**src/rtl/adc_sample_source.sv**
```systemverilog
// Sample-collection responder: scans an 8-channel 12-bit SPI ADC over the enabled channels and serves the latest result per channel.
// Optional ADC_AVG_EN: each stored sample is the 4-result average with one extra LSB of resolution.
module adc_sample_source #(
  parameter int POSITION = 243,
  parameter int CH_BASE  = 0,
  parameter int NUM_CH   = 8,
  parameter int SCLK_DIV = 4
) (
  input  logic        clk,
  input  logic        rst,
  input  logic [15:0] addr,
  input  logic [31:0] cmd_data_in,
  input  logic        cs,
  input  logic        wr,
  input  logic [7:0]  channel_select,
  input  logic        output_sample,
  output logic [31:0] sample_data,
  output logic        adc_cs_n,
  output logic        adc_sclk,
  output logic        adc_mosi,
  input  logic        adc_miso
);

  localparam int DIV_W = $clog2(SCLK_DIV);
  localparam logic [DIV_W-1:0] DIV_LAST = DIV_W'(SCLK_DIV - 1);

  localparam logic [2:0] ST_IDLE     = 3'd0;
  localparam logic [2:0] ST_CS_SETUP = 3'd1;
  localparam logic [2:0] ST_SHIFT    = 3'd2;
  localparam logic [2:0] ST_CS_HOLD  = 3'd3;
  localparam logic [2:0] ST_GAP      = 3'd4;

  localparam logic [15:0] CMD_START = 16'd1;
  localparam logic [15:0] CMD_STOP  = 16'd2;
  localparam logic [15:0] CMD_RESET = 16'd5;

  logic [2:0]       r_state;
  logic [DIV_W-1:0] r_div;
  logic [3:0]       r_bit;
  logic [15:0]      r_cmd;
  logic [7:0]       r_mask;
  logic             r_prime;
  logic [2:0]       r_req_ch;
  logic [2:0]       r_prev_ch;
  logic [15:0]      r_tx;
  logic [15:0]      r_rx;
  logic             r_cs_n;
  logic             r_sclk;
  logic             r_mosi;
  logic [12:0]      r_sample [8];
  logic [31:0]      r_sample_data;

  logic        w_tick;
  logic        w_bus_wr;
  logic        w_do_reset;
  logic        w_frame_end;
  logic        w_store;
  logic [2:0]  w_next_ch;
  logic [2:0]  w_rx_ch;
  logic [11:0] w_rx_data;
  logic [7:0]  w_offset;
  logic        w_claim;

  assign w_tick     = (r_div == DIV_LAST);
  assign w_bus_wr   = cs && wr && (addr[15:8] == 8'(POSITION));
  assign w_do_reset = (r_cmd == CMD_RESET);
  assign w_rx_ch    = r_rx[14:12];
  assign w_rx_data  = r_rx[11:0];

  // A returned frame is only trusted if its start bit is clear and it echoes the channel asked for one frame earlier.
  assign w_frame_end = (r_state == ST_CS_HOLD) && w_tick && !w_do_reset;
  assign w_store     = w_frame_end && !r_prime && !r_rx[15] && (w_rx_ch == r_prev_ch);

  // Round-robin pick: scanning offsets high to low leaves the nearest enabled channel above r_req_ch.
  always_comb begin
    w_next_ch = r_req_ch;
    for (int i = 8; i >= 1; i--) begin
      if (r_mask[3'(r_req_ch + 3'(i))]) begin
        w_next_ch = 3'(r_req_ch + 3'(i));
      end
    end
  end

  always_ff @(posedge clk or negedge rst) begin
    if (!rst) begin
      r_state   <= ST_IDLE;
      r_div     <= '0;
      r_bit     <= '0;
      r_cmd     <= '0;
      r_mask    <= '0;
      r_prime   <= 1'b1;
      r_req_ch  <= 3'd7;
      r_prev_ch <= 3'd7;
      r_tx      <= '0;
      r_rx      <= '0;
      r_cs_n    <= 1'b1;
      r_sclk    <= 1'b0;
      r_mosi    <= 1'b0;
    end else begin
      if (w_do_reset) begin
        r_state   <= ST_IDLE;
        r_div     <= '0;
        r_cmd     <= '0;
        r_mask    <= '0;
        r_prime   <= 1'b1;
        r_req_ch  <= 3'd7;
        r_prev_ch <= 3'd7;
        r_cs_n    <= 1'b1;
        r_sclk    <= 1'b0;
        r_mosi    <= 1'b0;
      end else begin
        if (r_state != ST_IDLE) begin
          r_div <= w_tick ? '0 : r_div + 1'b1;
        end
        case (r_state)
          ST_IDLE: begin
            if (r_cmd == CMD_START && r_mask != 8'd0) begin
              r_state <= ST_CS_SETUP;
              r_div   <= '0;
              r_cs_n  <= 1'b0;
              r_mosi  <= 1'b1;
            end
            r_cmd <= '0;
          end
          ST_CS_SETUP: begin
            if (w_tick) begin
              r_state   <= ST_SHIFT;
              r_bit     <= '0;
              r_req_ch  <= w_next_ch;
              r_prev_ch <= r_req_ch;
              r_tx      <= {1'b1, w_next_ch, 12'd0};
            end
          end
          ST_SHIFT: begin
            if (w_tick) begin
              if (!r_sclk) begin
                r_sclk <= 1'b1;
                r_rx   <= {r_rx[14:0], adc_miso};
              end else begin
                r_sclk <= 1'b0;
                r_tx   <= {r_tx[14:0], 1'b0};
                r_mosi <= r_tx[14];
                r_bit  <= r_bit + 1'b1;
                if (r_bit == 4'd15) begin
                  r_state <= ST_CS_HOLD;
                end
              end
            end
          end
          ST_CS_HOLD: begin
            if (w_tick) begin
              r_state <= ST_GAP;
              r_cs_n  <= 1'b1;
              r_bit   <= '0;
              r_prime <= 1'b0;
            end
          end
          ST_GAP: begin
            if (w_tick) begin
              if (r_bit == 4'd0) begin
                r_bit <= 4'd1;
              end else if (r_cmd == CMD_STOP || r_mask == 8'd0) begin
                r_state <= ST_IDLE;
                r_cmd   <= '0;
              end else begin
                r_state <= ST_CS_SETUP;
                r_cs_n  <= 1'b0;
                r_mosi  <= 1'b1;
              end
            end
          end
          default: r_state <= ST_IDLE;
        endcase
      end
      if (w_bus_wr && addr[7:0] == 8'd1) begin
        r_mask <= cmd_data_in[7:0];
      end
      if (w_bus_wr && addr[7:0] == 8'd2) begin
        r_cmd <= cmd_data_in[15:0];
      end
    end
  end

`ifdef ADC_AVG_EN
  logic [13:0] r_acc [8];
  logic [1:0]  r_cnt [8];
  logic [13:0] w_acc_sum;

  assign w_acc_sum = r_acc[w_rx_ch] + {2'b00, w_rx_data};
`endif

  always_ff @(posedge clk or negedge rst) begin
    if (!rst) begin
      for (int i = 0; i < 8; i++) begin
        r_sample[i] <= '0;
`ifdef ADC_AVG_EN
        r_acc[i] <= '0;
        r_cnt[i] <= '0;
`endif
      end
    end else if (w_do_reset) begin
      for (int i = 0; i < 8; i++) begin
        r_sample[i] <= '0;
`ifdef ADC_AVG_EN
        r_acc[i] <= '0;
        r_cnt[i] <= '0;
`endif
      end
    end else if (w_store) begin
`ifdef ADC_AVG_EN
      if (r_cnt[w_rx_ch] == 2'd3) begin
        r_sample[w_rx_ch] <= w_acc_sum[13:1];
        r_acc[w_rx_ch]    <= '0;
        r_cnt[w_rx_ch]    <= '0;
      end else begin
        r_acc[w_rx_ch] <= w_acc_sum;
        r_cnt[w_rx_ch] <= r_cnt[w_rx_ch] + 1'b1;
      end
`else
      r_sample[w_rx_ch] <= {1'b0, w_rx_data};
`endif
    end
  end

  assign w_offset = channel_select - 8'(CH_BASE);
  assign w_claim  = output_sample && ({1'b0, w_offset} < 9'(NUM_CH));

  always_ff @(posedge clk or negedge rst) begin
    if (!rst) begin
      r_sample_data <= '0;
    end else begin
      r_sample_data <= w_claim ? {19'd0, r_sample[w_offset[2:0]]} : 32'd0;
    end
  end

  assign sample_data = r_sample_data;
  assign adc_cs_n    = r_cs_n;
  assign adc_sclk    = r_sclk;
  assign adc_mosi    = r_mosi;

endmodule

```
**config.mk**
```make
export PLATFORM = sky130hd
export DESIGN_NAME = adc_sample_source
export DESIGN_NICKNAME = d
export VERILOG_FILES = /design/src/rtl/adc_sample_source.sv
export SDC_FILE = /design/constraint.sdc
export NUM_CORES = 1
export LEC_CHECK = 0
export CORE_MARGIN = 2
export CORE_UTILIZATION = 55
export CTS_CLUSTER_DIAMETER = 150
export DETAILED_ROUTE_END_ITERATION = 12
export GPL_TIMING_DRIVEN = 0
export PLACE_DENSITY_LB_ADDON = 0.2
export REMOVE_ABC_BUFFERS = 1
export SLEW_MARGIN = 20
export SYNTH_ARGS = -nofsm -noshare
export SYNTH_HDL_FRONTEND = slang
export SYNTH_SLANG_ARGS = --single-unit
```
**constraint.sdc**
```tcl
create_clock -name clk -period 3.7 [get_ports clk]
set_input_delay 0.74 -clock clk [delete_from_list [all_inputs] [get_ports clk]]
set_output_delay 0.74 -clock clk [all_outputs]
set_load 0.01 [all_outputs]
```
== Word level (Yosys, flattened, before mapping) ==
Cells that the tools add are included.

* Input port bits: 62
* Output and inout port bits: 35
* Register bits after elaboration: 191
* Logic and storage cells: 212

* Reduce and logical (&&, ||, !) cells: 43
* Magnitude comparators: 11
* Add/subtract/negate cells: 9
* Equality and inequality tests: 31
* Multiplexer cells: 92
* Bitwise gates (word level): 4

{| class="wikitable"
|+ Operators by type and width
! operator !! number
|-
| two-way mux 104 bit || 2
|-
| bitwise mux 104 bit || 1
|-
| two-way mux 16 bit || 5
|-
| two-way mux 3 bit || 22
|-
| two-way mux 13 bit || 4
|-
| two-way mux 15 bit || 3
|-
| binary-select mux 13 bit (select 3 bit) || 1
|-
| demux 13 bit (select 3 bit) || 1
|-
| one-hot mux 16 bit (2 select lines) || 1
|-
| one-hot mux 15 bit (2 select lines) || 1
|-
| less-than comparator 3 x 4 -> 1 bit (second input constant) || 7
|-
| two-way mux 1 bit || 28
|-
| inequality test 3 bit (second input constant) || 9
|-
| binary-select mux 1 bit (select 3 bit) || 7
|-
| two-way mux 4 bit || 5
|-
| equality test 16 x 1 -> 1 bit (second input constant) || 1
|-
| equality test 16 x 2 -> 1 bit (second input constant) || 1
|-
| equality test 16 x 3 -> 1 bit (second input constant) || 1
|-
| two-way mux 8 bit || 2
|-
| one-hot mux 3 bit (5 select lines) || 1
|-
| AND reduction 7 bit || 2
|-
| nonzero test 2 bit || 7
|-
| adder 3 bit (second input constant) || 4
|-
| logical AND 1 bit || 12
|-
| other kinds (38) || 62
|}

== Longest topological paths before layout ==
Gate-level depths: netlist of the first run.

* Depth in word-level cells: 13
* Depth in mapped cells: 11
* Depth with buffers taken out: 8

== Worst setup path after synthesis of the first run ==
No wires, ideal clock.

* Path kind: register to register
* From: register r_req_ch[1]
* To: register r_tx[14]
* Required time: 3608 ps
* Path slack: 955 ps
* Setup time: 92 ps
* Stages on the path, launching flop included: 11
* Arrival: 2653 ps
* Clock period less this slack: 2745 ps
* Path through: dfstp_2 buf_2 clkinv_1 ha_1 clkbuf_2 mux4_2 a22o_1 o2111ai_1 o221ai_1 o31a_1 o221ai_1

* Word-level cells in the longest chain between the ends: 12
* Elaborated cells between the ends (all ways): 30

{| class="wikitable"
|+ RTL lines
! item !! line !! source
|-
| from (decl) || 43 || <nowiki>logic [2:0] r_req_ch;</nowiki>
|-
| from (signal assigned) || 129 || <nowiki>r_req_ch <= w_next_ch;</nowiki>
|-
| adder 3 bit || 78, 79 ||
|-
| binary-select mux 1 bit (select 3 bit) || 78 || <nowiki>if (r_mask[3'(r_req_ch + 3'(i))]) begin</nowiki>
|-
| two-way mux 1 bit (not written as such) || 78 ||
|-
| two-way mux 3 bit (6 in series) || 78 ||
|-
| two-way mux 3 bit * || 78 ||
|-
| two-way mux 15 bit * || 126 || <nowiki>if (w_tick) begin</nowiki>
|-
| one-hot mux 15 bit (2 select lines) * || 115 || <nowiki>case (r_state)</nowiki>
|-
| to (signal assigned) || 131 || <nowiki>r_tx <= {1'b1, w_next_ch, 12'd0};</nowiki>
|-
| to (signal assigned) || 141 || <nowiki>r_tx <= {r_tx[14:0], 1'b0};</nowiki>
|-
| to (decl) || 45 || <nowiki>logic [15:0] r_tx;</nowiki>
|}

Every way passes the cells marked *; elsewhere a longest branch is shown, timed or not. The select of a mux whose other input is x is not followed.
A chain may end at the register's enable or synchronous reset.

== Worst setup path in the final report of the first run ==
* From: register r_cmd[4]
* To: register r_sample[61] in the netlist's numbering

* Word-level cells in the longest chain between the ends: 7
* Elaborated cells between the ends (all ways): 8

{| class="wikitable"
|+ RTL lines
! item !! line !! source
|-
| from (decl) || 40 || <nowiki>logic [15:0] r_cmd;</nowiki>
|-
| from (signal assigned) || 179 || <nowiki>r_cmd <= cmd_data_in[15:0];</nowiki>
|-
| equality test 16 x 3 -> 1 bit * || 66 || <nowiki>assign w_do_reset = (r_cmd == CMD_RESET);</nowiki>
|-
| logical NOT 1 bit || 71 || <nowiki>assign w_frame_end = (r_state == ST_CS_HOLD) && w_tick && !w_do_reset;</nowiki>
|-
| logical AND 1 bit || 71 ||
|-
| logical AND 1 bit (3 in series) || 72 || <nowiki>assign w_store = w_frame_end && !r_prime && !r_rx[15] && (w_rx_ch == r_prev_ch);</nowiki>
|-
| nonzero test 2 bit (no source line) || -- ||
|-
| to (signal, indexed assignment) || 220 || <nowiki>r_sample[w_rx_ch] <= {1'b0, w_rx_data};</nowiki>
|-
| to (decl) || 50 || <nowiki>logic [12:0] r_sample [8];</nowiki>
|}

Every way passes the cells marked *; elsewhere a longest branch is shown, timed or not.

==> impl_metrics.env, run 1 <==
export IMPL_clkLatencyLatePin_ps=430
export IMPL_grt_pass1_wl_mm=31.13
export IMPL_netlist_area_um2=8760
export IMPL_row_count=46
export IMPL_fin_ws_ps=272.5
export IMPL_multi_input_area_um2=4105
export IMPL_grt_pass1_vias=6001
export IMPL_cts_buffers=17
export IMPL_worstSetupPathType="flip-flop to flip-flop"
export IMPL_ys_seq_elements=171
export IMPL_comb_power_share_pct=3.6
export IMPL_track_usage_pct=24.08
export IMPL_io_pins=97
export IMPL_fp_dieH_um=130.2
export IMPL_synth_seq_area_share_pct=48.96
export IMPL_switching_share_pct=22.15
export IMPL_p_clk_share_pct=47.2
export IMPL_reg2regPathDepth=6
export IMPL_crit_path_end_kind="flip-flop"
export IMPL_leakagePower_uw=0.005323
export IMPL_arrival_ps=3700
export IMPL_overflow=0
export IMPL_viasPerCell=5.886
export IMPL_cts_setup_buffers=0
export IMPL_drv_slew=0
export IMPL_async_reset_ff_share_pct=100.0
export IMPL_max_freq_mhz=291.8
export IMPL_seqPwrFrac_pct=49.2
export IMPL_final_fill_count=1200
export IMPL_synth_top_area_cell="dfrtp_1"
export IMPL_path_clk_slew_ps=70
export IMPL_fp_dieArea_um2=16950
export IMPL_r2r_end="r_sample[61]$_DFFE_PN0P_"
export IMPL_postRouteAntennaNets=0
export IMPL_root_buffer="clkbuf_16"
export IMPL_cts_max_level=4
export IMPL_avgSynthCellArea_um2=11.38
export IMPL_power_density_nw_per_um2=375.6
export IMPL_dp_hpwl_mm=12.63
export IMPL_switching_power_uw=842.4
export IMPL_cts_tree="built"
export IMPL_rsz0062_at_grt="no"
export IMPL_timing_final_crit_share_pct=92.64
export IMPL_vias=6080
export IMPL_yosysTopAreaCellShare_pct=46.56
export IMPL_whs_ps=237.8
export IMPL_synthTopCellsByArea="dfrtp_1 (47%), mux2i_1 (14%), mux4_2 (7.2%), nor2_1 (5.6%), mux2_2 (2.7%)"
export IMPL_cts_sinks=171
export IMPL_pre_cts_slack_ps=325.6
export IMPL_drt_iter0_markers=568
export IMPL_cts_hold_buf=0
export IMPL_antenna_cells=0
export IMPL_setup_violations=0
export IMPL_firstDrtPassIters=5
export IMPL_route_detailed_drc=0
export IMPL_cp_max_fo=22
export IMPL_outcome="complete, no violations"
export IMPL_fin_crit_ps=3428
export IMPL_seq_area_um2=4289
export IMPL_synth_edf_count=0
export IMPL_tightest_slew_ps=1158
export IMPL_synth_cells=770
export IMPL_area_growth_pct=15.61
export IMPL_p_int_uw=2962
export IMPL_regToRegSetupSlack_ps=270
export IMPL_yosysWarnings=0
export IMPL_ctsResizeCount=0
export IMPL_start_util_pct=55.75
export IMPL_die_w_um=130.2
export IMPL_drive_above_1_share_pct=13.34
export IMPL_worstReg2RegStart="r_cmd[4]$_DFFE_PN0P_"
export IMPL_grt_max_degree=107
export IMPL_required_ps=3980
export IMPL_wl_per_cell_um=18.57
export IMPL_drv_cap=0
export IMPL_relSlewSlack_pct=22.40
export IMPL_nNetsFinal=871
export IMPL_finalWirelength_mm=19.19
export IMPL_hold_class="input pin to async pin"
export IMPL_ir_worst_vdd_uv=415.6
export IMPL_place_gp_congestion=0.8370
export IMPL_ys_flop_type="dfrtp_1"
export IMPL_port_buffer_count=61
export IMPL_core_area_um2=15710
export IMPL_fin_skew_ps=11.17
export IMPL_startpoint_type="flip-flop"
export IMPL_antenna_found_initial=0
export IMPL_finalHoldViolCount=0
export IMPL_ys_types=64
export IMPL_cts_max_path_buffers=2
==> routing by layer <==
metal | routed length, um | up-vias | GRT usage [%]
li1 | - | 2814 | -
met3 | 1015 | 19 | 5.125
met5 | 0 | - | 0
met4 | 286 | 0 | 7.274
met1 | 8596 | 3067 | 33.79
met2 | 9287 | 180 | 38.16
==> kinds of logic after synthesis <==
family / Yosys count / share of synthesized area [%]
AND/OR/NAND/NOR: 224 / 11.73
flip-flops: 171 / 48.96
buffers and inverters: 92 / 5.071
multiplexers: 171 / 24.40
adder cells (fa/ha/maj): 5 / 0.7142
other: 1 / 0.04281
AO/OA/AOI/OAI: 97 / 8.185
XOR/XNOR: 9 / 0.8999
==> worst max-delay path: stages, from the launching register on <==
cell	delay (ps)
dfrtp_1	390
nor4_1	470
and4_1	350
nand3_1	600
nand4b_1	1110
mux2i_1	280
nor2_1	70
==> metrics by stage <==
step	instances	power, uW	utilization, %	area [um^2]	setup TNS (ps)
after floorplan	713	1932	-	8447	-124700
after global placement	990	2040	59.36	9328	-1149790
after detailed placement	999	2046	60.45	9498	0
after CTS	1031	3837	64.29	10100	0
after global routing	1033	3941	64.45	10130	0
final	1033	3804	64.45	10130	0
==> synth_stat cells, types with 7 or more instances <==
cell type	n
mux4_2	28
nand4_1	7
inv_1	15
mux2_2	21
buf_4	19
a21oi_1	16
dfrtp_1	163
nand3_1	13
o21ai_0	11
nor2_1	130
clkbuf_1	36
mux2i_1	119
a22o_1	25
nand2_1	29
buf_2	15
dfstp_2	8
==> cell usage in the layout (no fill, tap or decap), drive strengths merged, types with 4 or more instances in the layout <==
| cell type | count |
|---|---|
| a21oi | 16 |
| o221ai | 4 |
| clkbuf | 18 |
| nor2b | 5 |
| nand4b | 4 |
| and3 | 4 |
| clkdlybuf4s50 | 58 |
| dfstp | 8 |
| a31oi | 5 |
| dfrtp | 163 |
| inv | 19 |
| xor2 | 6 |
| clkinv | 7 |
| mux2i | 119 |
| mux2 | 21 |
| nor3 | 6 |
| nand2 | 29 |
| nor4 | 7 |
| nand3 | 13 |
| nand4 | 7 |
| a22o | 25 |
| a22oi | 5 |
| buf | 14 |
| o21ai | 11 |
| o211ai | 4 |
| conb | 20 |
| mux4 | 31 |
| ha | 5 |
| nor2 | 130 |
==> state kept, by name (all words and copies together), names as in the netlist, 2 cells and up <==
register     count
r_bit            4
r_cmd           16
r_div            2
r_mask           8
r_prev_ch        3
r_req_ch         3
r_rx            16
r_sample        96
r_state          3
r_tx             3
sample_data     13
==> power groups by stage <==
stage / clock [uW] / sequential [uW] / combinational [uW]
detailed placement: 0 / 1910 / 139
global route: 1920 / 1870 / 151
floorplan: 0 / 1910 / 24.8
CTS: 1830 / 1870 / 139
finish: 1800 / 1870 / 136
global placement: 0 / 1910 / 132
==> area by class of cell <==
type / instances / area share [%]
tap: 216 / 2.669
timing repair buffer: 72 / 7.895
sequential: 171 / 42.35
clock inverter: 14 / 1.618
multi-input combinational: 526 / 40.54
inverter: 16 / 0.5930
clock buffer: 18 / 4.337
==> worst max-delay path by stage <==
stage / startpoint / endpoint / slack (ps)
4_1_cts: r_cmd[4]$_DFFE_PN0P_ / r_sample[75]$_DFFE_PN0P_ / 300
3_5_place_dp: r_cmd[4]$_DFFE_PN0P_ / r_sample[75]$_DFFE_PN0P_ / 330
2_1_floorplan: r_cmd[3]$_DFFE_PN0P_ / r_mask[0]$_DFFE_PN0P_ / -1590
6_report: r_cmd[4]$_DFFE_PN0P_ / r_sample[61]$_DFFE_PN0P_ / 270
5_1_grt: r_cmd[4]$_DFFE_PN0P_ / r_sample[81]$_DFFE_PN0P_ / 6
3_3_place_gp: rst / r_sample[13]$_DFFE_PN0P_ / -4670
(Power assumes the default switching activity.)
==> inputs of run 2 (changes only) <==
Settings changed: ABC_AREA from default to 1, CELL_PAD_IN_SITES_DETAIL_PLACEMENT from default to 0, CELL_PAD_IN_SITES_GLOBAL_PLACEMENT from default to 2, CORE_UTILIZATION 55 to 34.
==> run 2 against run 1 <==
  * Clock-buffer cell count grew 1
  * Utilization is 24 points lower
  * Register-to-register slack better by 540 ps
  * Total power increased by 2.8%
  * Clock skew rose by 4.8 ps
  * Cell area fell by 0.74%
  * Sequential share of layout area increased by 0.32 points
  * Cell count is 38% higher
  * Clock power grew 3%
  * Maximum frequency rose by 18%
  * Combinational power increased by 35%
  * Sequential power barely moved
  * Critical endpoint is now sample_data[9]$_DFF_PN0_
==> impl_metrics.env, run 2 <==
export IMPL_core_area_um2=25040
export IMPL_cts_max_level=4
export IMPL_finalWirelength_mm=23.88
export IMPL_synth_top_area_cell="dfrtp_1"
export IMPL_cts_tree="built"
export IMPL_whs_ps=319.9
export IMPL_startpoint_type="input pin"
export IMPL_clkLatencyLatePin_ps=420
export IMPL_fp_dieH_um=163.1
export IMPL_fin_skew_ps=15.94
export IMPL_cts_max_path_buffers=2
export IMPL_vias=7122
export IMPL_cts_setup_buffers=0
export IMPL_reg_top3="r_sample x96, r_cmd x16, r_rx x16"
export IMPL_cts_buffers=17
export IMPL_drv_cap=0
export IMPL_ys_flop_type="dfrtp_1"
export IMPL_synthTopCellsByArea="dfrtp_1 (47%), nand2_1 (9.2%), nand3_1 (5.8%), inv_1 (5.1%), a21oi_1 (5.0%)"
export IMPL_yosysTopAreaCellShare_pct=47.38
export IMPL_synth_seq_area_share_pct=49.82
export IMPL_track_usage_pct=18.87
export IMPL_row_count=58
export IMPL_dpl_instance_area_um2=9444
export IMPL_ys_seq_elements=171
export IMPL_place_gp_congestion=0.7885
export IMPL_outcome="complete, no violations"
export IMPL_largest_register_ffs=96
export IMPL_netlist_area_um2=8610
export IMPL_max_freq_mhz=343.3
export IMPL_rsz0062_at_grt="no"
export IMPL_io_pins=97
export IMPL_utilization_pct=40.15
export IMPL_area_growth_pct=16.76
export IMPL_power_uw=3909
export IMPL_final_common_cell="nand2_1"
export IMPL_avgSynthCellArea_um2=8.294
export IMPL_root_buffer="clkbuf_16"
export IMPL_power_density_nw_per_um2=388.9
export IMPL_overflow=0
export IMPL_drv_slew=0
export IMPL_nNetsFinal=1146
export IMPL_fp_dieArea_um2=26610
export IMPL_final_fill_count=2603
export IMPL_synth_cells=1038
export IMPL_arrival_ps=3210
export IMPL_viasPerCell=5.008
export IMPL_synth_common_cells="nand2_1 (211), dfrtp_1 (163), inv_1 (117)"
export IMPL_postRouteAntennaNets=0
export IMPL_grt_max_degree=88
export IMPL_drt_iter0_markers=345
export IMPL_fin_crit_ps=2913
export IMPL_async_reset_ff_share_pct=100.0
export IMPL_wl_per_cell_um=16.80
export IMPL_top_register="r_sample"
export IMPL_tightest_slew_ps=1009
export IMPL_leakagePower_uw=0.004636
export IMPL_antenna_cells=0
export IMPL_dp_hpwl_mm=15.05
export IMPL_ys_types=47
export IMPL_drive_above_1_share_pct=8.516
export IMPL_firstDrtPassIters=5
export IMPL_grt_pass1_vias=7151
export IMPL_fin_setup_tns_ps=0
export IMPL_relSlewSlack_pct=32.52
export IMPL_port_buffer_count=61
export IMPL_setup_violations=0
export IMPL_antenna_found_initial=0
export IMPL_synth_edf_count=0
export IMPL_yosysWarnings=0
export IMPL_grt_pass1_wl_mm=38.90
export IMPL_final_area_um2=10050
export IMPL_die_w_um=163.1
export IMPL_cts_sinks=171
export IMPL_finalHoldViolCount=0
export IMPL_route_detailed_drc=0
export IMPL_synth_most_common_cell="nand2_1"
export IMPL_crit_path_end_kind="flip-flop"
export IMPL_cts_hold_buf=0
export IMPL_cp_max_fo=29
export IMPL_timing_final_crit_share_pct=78.72
export IMPL_ctsResizeCount=0
export IMPL_hold_class="input pin to async pin"
export IMPL_path_clk_slew_ps=70
export IMPL_start_util_pct=34.39
export IMPL_worstSetupPathType="input pin to flip-flop"
export IMPL_ir_worst_vdd_uv=199.8
export IMPL_required_ps=4000
export IMPL_final_cell_mix="nand2_1 (210), dfrtp_1 (163), inv_1 (115)"
## run 2: cell families (layout without fill, tap and decap cells)
| kind of cell | Yosys count | in the layout | synth area share [%] |
|---|---|---|---|
| and+or+nand+nor | 408 | 408 | 22.31 |
| AOI/OAI and AO/OA | 259 | 259 | 17.08 |
| buffers and inverters | 193 | 228 | 9.926 |
| DFF | 171 | 171 | 49.82 |
| adders and majority gates | 5 | 5 | 0.7266 |
| other | 1 | 20 | 0.04356 |
| xor gates and xnor gates | 1 | 1 | 0.1017 |
## run 2: path summary, 6_finish.rpt
check                                      from                  endpoint  cells past startpoint  slack, ps
max                           channel_select[1]  sample_data[9]$_DFF_PN0_                      6        790
min                                         rst  r_sample[72]$_DFFE_PN0P_                      1        320
max reg2reg                r_cmd[9]$_DFFE_PN0P_     r_cmd[12]$_DFFE_PN0P_                     11        810
min reg2reg                r_tx[14]$_DFFE_PN0P_      r_tx[14]$_DFFE_PN0P_                      2        480
max in group asynchronous                   rst  r_prev_ch[0]$_DFFE_PN1P_                      2       2470
min in group clk           r_tx[14]$_DFFE_PN0P_      r_tx[14]$_DFFE_PN0P_                      2        480
## run 2: layer usage
layer / track usage [%] / share of wire (%) / vias to the layer above
met4: 4.747 / 1.0 / 0
met1: 24.77 / 46 / 3426
met5: 0 / 0 / -
li1: - / - / 3546
met2: 32.57 / 50 / 132
met3: 2.946 / 2.9 / 18
## run 2: through the flow
| stage | cells | setup slack [ps] |
|---|---|---|
| finish | 1422 | 787.4 |
| global route | 1422 | 532.0 |
| CTS | 1422 | 744.6 |
| detailed placement | 1390 | 303.5 |
| global placement | 1386 | -5664 |
| floorplan | 995 | 1117 |
## run 2: worst max-delay path, cell delays in order
cell,delay (ps)
clkdlybuf4s50_1,930
inv_2,780
o21ai_0,200
a21oi_1,160
a211oi_1,60
a311oi_1,330
## run 2: power by group
part	internal, uW	total [uW]	switching, uW
clock	1050	1860	803
sequential	1870	1870	0.495
combinational	71.0	183	112
total	2990	3910	915
## run 2: cell type report
cell class	instances	area [um^2]	area share [%]
clock buffer	19	452.9	4.506
timing repair buffer	65	705.7	7.020
multi-input combinational	693	3545	35.26
tap	330	412.9	4.108
clock inverter	13	155.1	1.543
sequential	171	4289	42.67
inverter	131	491.7	4.892
==> inputs of run 3 (changes only) <==
Clock period 3.7 ns to 2.9 ns, I/O delays scaled along.
==> run 3 against run 2 <==
  * Hold slack worse by 160 ps
  * Non-clock buffer count unchanged
  * Sequential share of layout area about the same
  * Global-route usage unchanged
  * Utilization about the same
  * Worst setup slack worse by 460 ps
  * Total power up 28%
  * Cell count unchanged
  * Wire length about the same
  * Critical path depth down 2
  * Clock-buffer cell count unchanged
  * Cell area about the same
==> impl_metrics.env, run 3 (synthesized netlist as in run 2, its figures left out) <==
export IMPL_outcome="complete, no violations"
export IMPL_cts_hold_buf=0
export IMPL_area_growth_pct=16.84
export IMPL_cts_max_path_buffers=2
export IMPL_ir_worst_vdd_uv=254.5
export IMPL_worstSetupPathType="input pin to flip-flop"
export IMPL_wl_per_cell_um=16.79
export IMPL_required_ps=3210
export IMPL_antenna_cells=0
export IMPL_arrival_ps=2880
export IMPL_grt_max_degree=88
export IMPL_firstDrtPassIters=5
export IMPL_cts_max_level=4
export IMPL_drt_iter0_markers=340
export IMPL_die_w_um=163.1
export IMPL_cts_setup_buffers=0
export IMPL_row_count=58
export IMPL_path_clk_slew_ps=70
export IMPL_tightest_slew_ps=1054
export IMPL_crit_chain="clkdlybuf4s50_1 > clkinv_1 > o211a_1 > a311oi_1"
export IMPL_reg_top3="r_sample x96, r_cmd x16, r_rx x16"
export IMPL_overflow=0
export IMPL_fin_setup_tns_ps=0
export IMPL_place_gp_congestion=0.7885
export IMPL_track_usage_pct=18.87
export IMPL_leakagePower_uw=0.004635
export IMPL_crit_path_end_kind="flip-flop"
export IMPL_core_area_um2=25040
export IMPL_postRouteAntennaNets=0
export IMPL_finalHoldViolCount=0
export IMPL_fin_ws_ps=326.0
export IMPL_final_common_cell="nand2_1"
export IMPL_cts_sinks=171
export IMPL_timing_final_crit_share_pct=88.76
export IMPL_crit_family="buffers and inverters"
export IMPL_port_buffer_count=61
export IMPL_start_util_pct=34.39
export IMPL_worst_path_buf_inv=2
export IMPL_power_density_nw_per_um2=495.8
export IMPL_finalWirelength_mm=23.87
export IMPL_fp_dieH_um=163.1
export IMPL_vias=7111
export IMPL_drv_cap=0
export IMPL_pre_cts_slack_ps=-336.5
export IMPL_route_detailed_drc=0
export IMPL_clkLatencyLatePin_ps=420
export IMPL_root_buffer="clkbuf_16"
export IMPL_io_pins=97
export IMPL_fin_crit_ps=2574
export IMPL_cts_tree="built"
export IMPL_top_register="r_sample"
export IMPL_viasPerCell=5.001
export IMPL_antenna_found_initial=0
export IMPL_relSlewSlack_pct=29.53
export IMPL_setup_violations=0
export IMPL_grt_pass1_vias=7151
export IMPL_crit_slowest_cell="clkdlybuf4s50_1"
export IMPL_largest_register_ffs=96
export IMPL_fin_skew_ps=15.78
export IMPL_grt_pass1_wl_mm=38.90
export IMPL_power_uw=4987
export IMPL_startpoint_type="input pin"
export IMPL_final_cell_mix="nand2_1 (210), dfrtp_1 (163), inv_1 (114)"
export IMPL_hold_class="input pin to async pin"
export IMPL_cp_max_fo=15
export IMPL_drive_above_1_share_pct=8.608
export IMPL_dp_hpwl_mm=15.05
export IMPL_fp_dieArea_um2=26610
export IMPL_nNetsFinal=1146
export IMPL_max_freq_mhz=388.5
export IMPL_drv_slew=0
export IMPL_crit_path_max_incr_delay_ps=1080
export IMPL_cts_buffers=17
export IMPL_rsz0062_at_grt="no"
==> run 3: cell types whose count changed in the layout (fill, tap and decap cells not counted) <==
cell / previous run / this run
inv_1: 115 / 114
inv_2: 14 / 13
inv_4: 0 / 1
inv_6: 3 / 4
==> run 3: power breakdown <==
part	switching, uW	total (uW)	internal (uW)
combinational	143	234	90.8
clock	1020	2370	1340
sequential	0.631	2390	2390
total	1170	4990	3820
==> run 3: worst reg2reg max path, delay by kind of cell, from the launching register on <==
| kind | cells | cell delay, ps |
|---|---|---|
| AND/OR/NAND/NOR | 8 | 1400 |
| AO/OA/AOI/OAI | 1 | 160 |
| buffers and inverters | 2 | 530 |
| flip-flops | 1 | 380 |
==> run 3: what timing repair did <==
action / CTS / global route
pin swaps: 0 / 0
gates resized for setup: 1 / 4
setup endpoints to repair: 16 / 4
endpoints found under the hold margin: 0 / 0
gates cloned: 0 / 0
==> run 3: metrics by stage <==
step | std cells | hold slack [ps] | utilization (%) | instance area, um^2
final | 1422 | 159.3 | 40.18 | 10060
after floorplan | 995 | 284.4 | - | 8318
after CTS | 1422 | 186.1 | 40.16 | 10050
after global routing | 1422 | 203.8 | 40.18 | 10060
after global placement | 1386 | 466.6 | 37.31 | 9341
after detailed placement | 1390 | 461.1 | 37.72 | 9444
==> run 3: layer usage <==
layer	wire length [um]	vias to the layer above	GRT usage [%]
met4	243	0	4.747
li1	-	3546	-
met2	11890	138	32.57
met5	0	-	0
met1	11040	3409	24.77
met3	699	18	2.946
==> run 3: path summary, 6_finish.rpt <==
check                                     start                  endpoint  slack [ps]  cells after the start
max in group asynchronous                   rst  r_prev_ch[0]$_DFFE_PN1P_        1830                      2
hold reg to reg            r_tx[14]$_DFFE_PN0P_      r_tx[14]$_DFFE_PN0P_         480                      2
min in group clk           r_tx[14]$_DFFE_PN0P_      r_tx[14]$_DFFE_PN0P_         480                      2
setup / recovery              channel_select[2]  sample_data[2]$_DFF_PN0_         330                      4
setup reg to reg           r_cmd[9]$_DFFE_PN0P_     r_cmd[12]$_DFFE_PN0P_         330                     11
hold / removal                              rst  r_sample[72]$_DFFE_PN0P_         160                      1
==> run 3: cell type report <==
cell class                 count  area [um^2]
fill                        2602        14980
sequential                   171         4289
multi-input combinational    693         3545
timing repair buffer          65        705.7
inverter                     131        499.2
clock buffer                  19        452.9
tap                          330        412.9
clock inverter                13        155.1
